### src/rtl/cpu_ctrl_pkg.sv
// -----------------------------------------------------------------------------
// cpu_ctrl_pkg
// Shared types and constants for the CPU HALT/SLP sequencing logic.
//   halt_state_t : execution state of the halt/sleep controller
//   OP_HALT      : HALT opcode, decoded to raise halt_req
//   OP_SLP       : SLP opcode, decoded to raise sleep_req
//   wake_load()  : converts a WAKE duration in ticks into the counter preload
// -----------------------------------------------------------------------------
package cpu_ctrl_pkg;

    typedef enum logic [1:0] {
        RUN   = 2'd0,
        HALT  = 2'd1,
        SLEEP = 2'd2,
        WAKE  = 2'd3
    } halt_state_t;

    localparam logic [11:0] OP_HALT = 12'hFF8;
    localparam logic [11:0] OP_SLP  = 12'hFF9;

    // WAKE lasts 'ticks' clk_en ticks; the counter reaching zero ends it,
    // so the preload is one less than the duration.
    function automatic logic [7:0] wake_load(input int ticks);
        return 8'(ticks - 1);
    endfunction

endpackage

### src/rtl/tick_down_counter.sv
// -----------------------------------------------------------------------------
// tick_down_counter
// 8-bit loadable down-counter that only advances on clk_en ticks.
// Ports:
//   i_clk      : system clock
//   i_reset_n  : synchronous active-low reset, clears the count
//   i_clk_en   : tick qualifier; load/decrement happen only when high
//   i_load     : load i_load_val (takes priority over decrement)
//   i_load_val : value to load
//   i_dec      : decrement by one, saturating at zero
//   o_count    : current count
//   o_is_zero  : count equals zero
// -----------------------------------------------------------------------------
module tick_down_counter (
    input  logic       i_clk,
    input  logic       i_reset_n,
    input  logic       i_clk_en,
    input  logic       i_load,
    input  logic [7:0] i_load_val,
    input  logic       i_dec,
    output logic [7:0] o_count,
    output logic       o_is_zero
);

    logic [7:0] r_count;

    // Count register: load wins over decrement; reset ignores clk_en.
    always_ff @(posedge i_clk) begin
        if (!i_reset_n) begin
            r_count <= 8'd0;
        end else if (i_clk_en) begin
            if (i_load) begin
                r_count <= i_load_val;
            end else if (i_dec && (r_count != 8'd0)) begin
                r_count <= r_count - 8'd1;
            end else begin
                r_count <= r_count;
            end
        end else begin
            r_count <= r_count;
        end
    end

    assign o_count   = r_count;
    assign o_is_zero = (r_count == 8'd0);

endmodule

### src/rtl/cpu_halt_sleep_ctrl.sv
// -----------------------------------------------------------------------------
// cpu_halt_sleep_ctrl
// Gates the CPU step enable around HALT and SLP, requests OSC1 stop while
// sleeping and releases the core after an interrupt plus a wake delay.
// Ports:
//   i_clk           : system clock
//   i_reset_n       : synchronous active-low reset
//   i_clk_en        : base CPU tick; state only advances when high
//   i_halt_req      : HALT retired (one tick pulse)
//   i_sleep_req     : SLP retired (one tick pulse)
//   i_irq_pending   : any enabled interrupt pending (wakes HALT)
//   i_irq_k_pending : K-port interrupt pending (only source that wakes SLEEP)
//   o_cpu_step_en   : clk_en gated by state==RUN
//   o_halted        : in HALT
//   o_sleeping      : in SLEEP
//   o_osc1_stop     : in SLEEP or in the WAKE following SLEEP
//   o_wake_pulse    : high for the WAKE tick that returns to RUN
// -----------------------------------------------------------------------------
module cpu_halt_sleep_ctrl
    import cpu_ctrl_pkg::*;
#(
    parameter int SLP_WAKE_TICKS  = 8,
    parameter int HALT_WAKE_TICKS = 1
) (
    input  logic i_clk,
    input  logic i_reset_n,
    input  logic i_clk_en,
    input  logic i_halt_req,
    input  logic i_sleep_req,
    input  logic i_irq_pending,
    input  logic i_irq_k_pending,
    output logic o_cpu_step_en,
    output logic o_halted,
    output logic o_sleeping,
    output logic o_osc1_stop,
    output logic o_wake_pulse
);

    localparam logic [7:0] SLP_LOAD  = wake_load(SLP_WAKE_TICKS);
    localparam logic [7:0] HALT_LOAD = wake_load(HALT_WAKE_TICKS);

    halt_state_t r_state;
    halt_state_t w_next_state;
    logic        r_halted;
    logic        r_sleeping;
    logic        r_from_sleep;
    logic        r_wake_pulse;

    logic        w_load;
    logic [7:0]  w_load_val;
    logic        w_dec;
    logic [7:0]  w_count;
    logic        w_is_zero;
    logic        w_next_zero;

    tick_down_counter u_wake_cnt (
        .i_clk      (i_clk),
        .i_reset_n  (i_reset_n),
        .i_clk_en   (i_clk_en),
        .i_load     (w_load),
        .i_load_val (w_load_val),
        .i_dec      (w_dec),
        .o_count    (w_count),
        .o_is_zero  (w_is_zero)
    );

    // Next-state and wake-counter control for the coming tick.
    always_comb begin
        w_next_state = r_state;
        w_load       = 1'b0;
        w_load_val   = 8'd0;
        w_dec        = 1'b0;
        w_next_zero  = 1'b0;
        case (r_state)
            RUN: begin
                // SLP has priority when both instructions report at once.
                if (i_sleep_req) begin
                    w_next_state = SLEEP;
                end else if (i_halt_req) begin
                    w_next_state = HALT;
                end else begin
                    w_next_state = RUN;
                end
            end
            HALT: begin
                if (i_irq_pending) begin
                    w_next_state = WAKE;
                    w_load       = 1'b1;
                    w_load_val   = HALT_LOAD;
                end else begin
                    w_next_state = HALT;
                end
            end
            SLEEP: begin
                // Only K-port inputs can wake the core with OSC1 stopped.
                if (i_irq_k_pending) begin
                    w_next_state = WAKE;
                    w_load       = 1'b1;
                    w_load_val   = SLP_LOAD;
                end else begin
                    w_next_state = SLEEP;
                end
            end
            WAKE: begin
                if (w_is_zero) begin
                    w_next_state = RUN;
                end else begin
                    w_next_state = WAKE;
                    w_dec        = 1'b1;
                end
            end
            default: begin
                w_next_state = RUN;
            end
        endcase

        // Counter value after this tick; a zero in WAKE marks the final tick.
        if (w_load) begin
            w_next_zero = (w_load_val == 8'd0);
        end else if (w_dec) begin
            w_next_zero = (w_count == 8'd1);
        end else begin
            w_next_zero = w_is_zero;
        end
    end

    // State register with registered status outputs, advanced per tick.
    always_ff @(posedge i_clk) begin
        if (!i_reset_n) begin
            r_state      <= RUN;
            r_halted     <= 1'b0;
            r_sleeping   <= 1'b0;
            r_from_sleep <= 1'b0;
            r_wake_pulse <= 1'b0;
        end else if (i_clk_en) begin
            r_state      <= w_next_state;
            r_halted     <= (w_next_state == HALT);
            r_sleeping   <= (w_next_state == SLEEP);
            // Oscillator stays stopped through the WAKE that follows SLEEP.
            r_from_sleep <= (w_next_state == SLEEP) ||
                            ((w_next_state == WAKE) && r_from_sleep);
            r_wake_pulse <= (w_next_state == WAKE) && w_next_zero;
        end else begin
            r_state      <= r_state;
            r_halted     <= r_halted;
            r_sleeping   <= r_sleeping;
            r_from_sleep <= r_from_sleep;
            r_wake_pulse <= r_wake_pulse;
        end
    end

    assign o_cpu_step_en = i_clk_en & (r_state == RUN);
    assign o_halted      = r_halted;
    assign o_sleeping    = r_sleeping;
    assign o_osc1_stop   = r_from_sleep;
    assign o_wake_pulse  = r_wake_pulse;

endmodule

### config.mk
export PLATFORM = sky130hd
export DESIGN_NAME = cpu_halt_sleep_ctrl
export DESIGN_NICKNAME = d
export VERILOG_FILES = /design/src/rtl/cpu_ctrl_pkg.sv /design/src/rtl/tick_down_counter.sv /design/src/rtl/cpu_halt_sleep_ctrl.sv
export SDC_FILE = /design/constraint.sdc
export NUM_CORES = 1
export LEC_CHECK = 0
export BUFFER_PORTS_ARGS = -buffer_cell sky130_fd_sc_hd__buf_2
export CAP_MARGIN = 40
export CORE_UTILIZATION = 25
export DETAILED_ROUTE_END_ITERATION = 7
export PLACE_DENSITY = 0.47
export SYNTH_ARGS = -nofsm -noshare
export SYNTH_HDL_FRONTEND = slang
export SYNTH_HIERARCHICAL = 1
export SYNTH_SLANG_ARGS = --single-unit
### constraint.sdc
create_clock -name i_clk -period 2.8 [get_ports i_clk]
set_input_delay 0 -clock i_clk [delete_from_list [all_inputs] [get_ports i_clk]]
set_output_delay 0 -clock i_clk [all_outputs]
set_load 0.01 [all_outputs]
Yosys cells after proc, flatten, opt, wreduce, memory -nomap -nowiden. Cells that the tools add are included.

Multiplexer cells: 17. Bitwise operators: 1. Equality and inequality tests: 7. Reductions and logical operators: 10. Add/subtract/negate cells: 1.

Operators by type and width (count): $logic_not A8 Y1 (2); $mux W8 (2); $eq A2 B2 Y1 const B (4); $eq A8 B1 Y1 const B (1); $mux W1 (8); $pmux W2 S4 (1); $reduce_bool A8 Y1 (1); $sub A8 B1 Y8 const B (1); $mux W2 (3); $mux W3 (2); $eq A2 B1 Y1 const B (2); $logic_and A1 B1 Y1 (3); $logic_not A2 Y1 (1); $pmux W1 S2 (1); $reduce_and A2 Y1 (1); $reduce_bool A2 Y1 (1); $and A1 B1 Y1 (1); $logic_or A1 B1 Y1 (1).

Input port bits: 7. Register bits: 14. Word-level logic and storage cells: 42.

Depth between registers and ports, before layout.
Depth after elaboration: 6. Mapped depth: 10.

Modules after synthesis. Netlist, hierarchy kept.

Modules (own cells, without submodules): tick_down_counter (cells each 68, times used 1, area each 561.8 µm²); cpu_halt_sleep_ctrl (cells each 49, times used 1, area each 412.9 µm²).

Least setup slack after synthesis. Ideal clock, no wire load.

Path kind: reg2reg. From: register u_wake_cnt.r_count[1] (netlist: u_wake_cnt/o_count[1]). To: register u_wake_cnt.r_count[0] (netlist: u_wake_cnt/o_count[0]). Setup time: 0.119 ns. Arrival time: 1.982 ns. Path slack: 0.700 ns. Cell stages (with the launch flop): 10. Period minus slack after synthesis: 2.100 ns. Cells stage by stage: dfxtp_1 -> inv_1 -> ha_1 -> or4b_4 -> nor4_1 -> nand2b_1 -> inv_1 -> o221ai_4 -> a21oi_1 -> o221a_1.

Longest elaborated chain between the ends: 6. Elaborated cells on any way between the ends: 7.

RTL lines: start, declared (RTL line tick_down_counter.sv:25) `logic [7:0] r_count;`; start signal, assigned (RTL line tick_down_counter.sv:33) `r_count <= i_load_val;`; start signal, assigned (RTL line tick_down_counter.sv:35) `r_count <= r_count - 8'd1;`; start signal, assigned (RTL line tick_down_counter.sv:37) `r_count <= r_count;`; $logic_not A8 Y1 (RTL line tick_down_counter.sv:45) `assign o_is_zero = (r_count == 8'd0);`; via w_is_zero (RTL line cpu_halt_sleep_ctrl.sv:53) `logic w_is_zero;`; $mux W1 (RTL line cpu_halt_sleep_ctrl.sv:105) `if (w_is_zero) begin`; $mux W1 (RTL line cpu_halt_sleep_ctrl.sv:74) `case (r_state)`; via w_dec (RTL line cpu_halt_sleep_ctrl.sv:51) `logic w_dec;`; $logic_and A1 B1 Y1 (RTL line tick_down_counter.sv:34) `end else if (i_dec && (r_count != 8'd0)) begin`; $reduce_bool A2 Y1 (no source line); $reduce_and A2 Y1 (no source line).

The timed path passes the listed nets, and every way through them passes these cells. A chain may end at the register's enable or synchronous reset.

Worst setup path in the final report. Same ends and word-level chain as after synthesis.

==> results.txt <==
- Clock Pin Slew Worst Setup and Hold Paths: 0.06 ns
- Nature of the critical path endpoint: flop
* Worst hold path depth: 3
- Fmax: 401 MHz
- Worst IR drop on VDD: 275 µV
* Storage element area: 280 µm²
- With fillers left out, the area of the finished cells amounts to 1120 µm².
- Clock net sink count: 14
- Average size of a mapped cell: 8.33 µm²
* WHS Endpoint: o_wake_pulse
- The first detailed-routing pass ran for 4 iterations.
- Final-layout fill cell count: 403
- Setup TNS Final: 0 ns
* Total clock buffers created by CTS: 3
* Number of buffers between clock root and the deepest sink: 2
- Layout net count: 147
* Headroom to the max-slew limit: 62.3%
- Number of library cell types mapped by synthesis: 38
- The region available for standard cell placement spans 3690 µm².
- Clock skew: 0.00769 ns
- Number of port buffers: 11
- Via count of the first global-routing pass: 808
- The multi-input combinational cells in the finished layout cover a total of 634 µm².
- Final period util: 89.2%
* Fraction of layout cells with a size suffix above 1: 17.6%
- Clock tree from TritonCTS: done
- Number of enable-type register cells in the synthesized netlist: 0
- Most frequently used flop master after synthesis: sky130_fd_sc_hd__dfxtp_1
- The number of hold buffers added after CTS was 0.
- In this run the worst hold path is classified as in -> reg.
- PwrDens: 415 nW/µm²
- Max-slew violation count: 0
* Beginning of the worst hold path: i_clk_en
- #FFs+latches synth: 14
* Boundary Pins: 12
* Commonest non-fill, non-tap cell in the layout: sky130_fd_sc_hd__dfxtp_1
- CTS placed an instance of sky130_fd_sc_hd__clkbuf_8 at the clock tree root.
- The tool flagged a number of max-cap violations equal to 0.
- At the worst endpoint, the required time is 2.94 ns.
- Summed over all nets, the half-perimeter wirelength after detailed placement is 1600 µm.
* Total Power Consumption: 0.000465 W
- Number of antenna violations at the first check in global routing: 0
* Endpoint of the lowest-slack register-to-register path: u_wake_cnt/o_count[0]
- Commonest cells after routing, fill and taps aside: 14 x sky130_fd_sc_hd__dfxtp_1, 11 x sky130_fd_sc_hd__inv_1, 11 x sky130_fd_sc_hd__buf_2, 10 x sky130_fd_sc_hd__nand2_1, 10 x sky130_fd_sc_hd__nor2_1
* Number of remaining DRC errors: 0
* Outcome: completed
- Setup repair after global routing left no endpoint under its margin.
- Global routing finished with a remaining overflow of 0.
- Fraction of the yosys area taken by sequential cells: 28.8%
* Worst R2R Setup Slack: 0.30 ns
* DRT iter0 DRCs: 38
- From bottom edge to top edge, the die measures 64.4 µm.
- OpenSTA, run right after detailed placement, puts the worst setup slack at 0.311 ns.
* Time the worst path needs with I/O delays and setup: 2.50 ns
- Area growth syn-to-layout: 14.9%
- Setup-violating endpoint count in the final report: 0
- Reg-to-Reg Start: u_wake_cnt/o_count[1]
- Number of hold-slack violations in the final timing report: 0
- The critical path is of the reg -> reg type.
- Data arrives at the worst endpoint at 2.63 ns.
* Maximum fanout along the worst path: 16
- DIE WIDTH: 64.4 µm
- In this run the cell area measured after placement is 1080 µm².
- Routability-driven placement finished with a final weighted congestion of 0.777.
- Worst-case setup margin in the final layout: 0.304 ns
- 0 antenna diodes ended up in the layout.
* Routed via count: 878
* Total global routing track utilization: 11.6%
- Counting cells, the worst reg-to-reg path comes to 9.
- Post-Route WL: 2140 µm
- The first global-routing pass estimated 3770 µm of wire.
* Resize count post-CTS: 0
- Yosys warnings: 6
- STA classifies the critical path startpoint as a flop.
* Async set-reset flop share out of synthesis: 0%
- Clock insertion delay at the later pin of the skew report: 0.24 ns
* Post-Synthesis Cell Area: 975 µm²
- Initial standard-cell utilization of the core: 26.4%
- In this run the static leakage power is 0.474 nW.
* Mapped Cells: 117
- Total die area: 4150 µm²
- Entering global routing, the biggest net connects 25 pins.
- Residual antenna-violating net count after detailed routing: 0
- Setup Fix Bufs, Post-CTS: 0
- Worst-Margin Slew: 0.561 ns
* Routed length per placed instance: 12.0 µm
- Number of vias per cell: 4.91
* H-tree levels: 1
- After floorplanning, the core was divided into 22 placement rows.
-- critical path, cell delays in order (launching register included) --
cell	delay (ns)
sky130_fd_sc_hd__dfxtp_1	0.34
sky130_fd_sc_hd__inv_1	0.12
sky130_fd_sc_hd__ha_1	0.15
sky130_fd_sc_hd__or4b_4	0.47
sky130_fd_sc_hd__nor4_1	0.27
sky130_fd_sc_hd__nand2b_1	0.21
sky130_fd_sc_hd__inv_1	0.08
sky130_fd_sc_hd__o221ai_4	0.42
sky130_fd_sc_hd__a21oi_1	0.08
sky130_fd_sc_hd__o221a_1	0.26
-- worst max path at each step --
| stage | start | to | depth (start not counted) |
|---|---|---|---|
| after global routing | u_wake_cnt/o_count[1] | u_wake_cnt/o_count[0] | 9 |
| after CTS | u_wake_cnt/o_count[1] | u_wake_cnt/o_count[0] | 9 |
| after global placement | u_wake_cnt/o_count[0] | u_wake_cnt/o_count[0] | 9 |
| final | u_wake_cnt/o_count[1] | u_wake_cnt/o_count[0] | 9 |
| after detailed placement | u_wake_cnt/o_count[1] | u_wake_cnt/o_count[0] | 9 |
| after floorplan | u_wake_cnt/o_count[1] | u_wake_cnt/o_count[0] | 9 |
-- kinds of logic (layout without fill, tap and decap cells) --
logic type | count (synthesis) | count (layout) | share of synthesized area (%)
buf+inv | 16 | 26 | 7.70
other cells | 1 | 5 | 0.385
mux | 2 | 2 | 2.18
compound gates | 34 | 34 | 26.8
simple gates | 43 | 43 | 25.2
flops | 14 | 14 | 28.8
fa+ha+maj | 7 | 7 | 8.99
-- layer usage --
metal | wire length [µm] | part of all wire, % | global-route usage (%) | vias to the layer above
met3 | 107 | 5.0 | 3.87 | 0
met5 | 0 | 0 | 0 | -
met2 | 954 | 45 | 18.7 | 22
met1 | 1080 | 50 | 15.3 | 403
li1 | - | - | - | 453
met4 | 0 | 0 | 1.67 | 0
-- through the flow --
step	util [%]	instances	hold slack, ns
after floorplan	-	121	0.128
after global placement	29.2	176	0.369
after detailed placement	29.2	176	0.357
after CTS	30.4	179	0.105
after global routing	30.4	179	0.121
final	30.4	179	0.106
-- flip-flops by register name, indices dropped and copies added, names as in the netlist --
name and flops:
o_halted 1, o_osc1_stop 1, o_sleeping 1, o_wake_pulse 1
r_state 2, u_wake_cnt/o_count 8
-- cell usage after synthesis, types with 2 or more instances --
master	instances	area share, %
sky130_fd_sc_hd__ha_1	7	9.0
sky130_fd_sc_hd__dfxtp_1	14	29
sky130_fd_sc_hd__or4_4	2	2.3
sky130_fd_sc_hd__nor3b_1	2	1.5
sky130_fd_sc_hd__clkbuf_1	3	1.2
sky130_fd_sc_hd__a21oi_1	8	4.1
sky130_fd_sc_hd__nand3b_1	3	2.3
sky130_fd_sc_hd__nor2_1	10	3.9
sky130_fd_sc_hd__nor4_1	3	1.9
sky130_fd_sc_hd__a21boi_1	3	2.3
sky130_fd_sc_hd__o211ai_1	4	3.1
sky130_fd_sc_hd__nor3_1	2	1.0
sky130_fd_sc_hd__nand2b_1	3	1.9
sky130_fd_sc_hd__nand3_1	2	1.0
sky130_fd_sc_hd__inv_1	11	4.2
sky130_fd_sc_hd__o31ai_1	4	3.1
sky130_fd_sc_hd__o21ai_1	3	1.5
sky130_fd_sc_hd__nand2_1	10	3.9
sky130_fd_sc_hd__buf_6	2	2.3
sky130_fd_sc_hd__a32oi_1	3	2.7
-- area by class of cell --
type / count / area share, %
Clock buffer: 3 / 3.69
Timing Repair Buffer: 12 / 5.59
Tap cell: 48 / 5.36
Inverter: 11 / 3.69
Sequential cell: 14 / 25.0
Multi-Input combinational cell: 91 / 56.6
-- where the power goes --
group          switching, W  internal (W)  total [W]
clock network     0.0000697     0.0000950   0.000165
logic             0.0000498     0.0000364  0.0000862
registers        0.00000620      0.000208   0.000214
total              0.000126      0.000339   0.000465
Note: power is estimated with default switching activity, not from simulation.
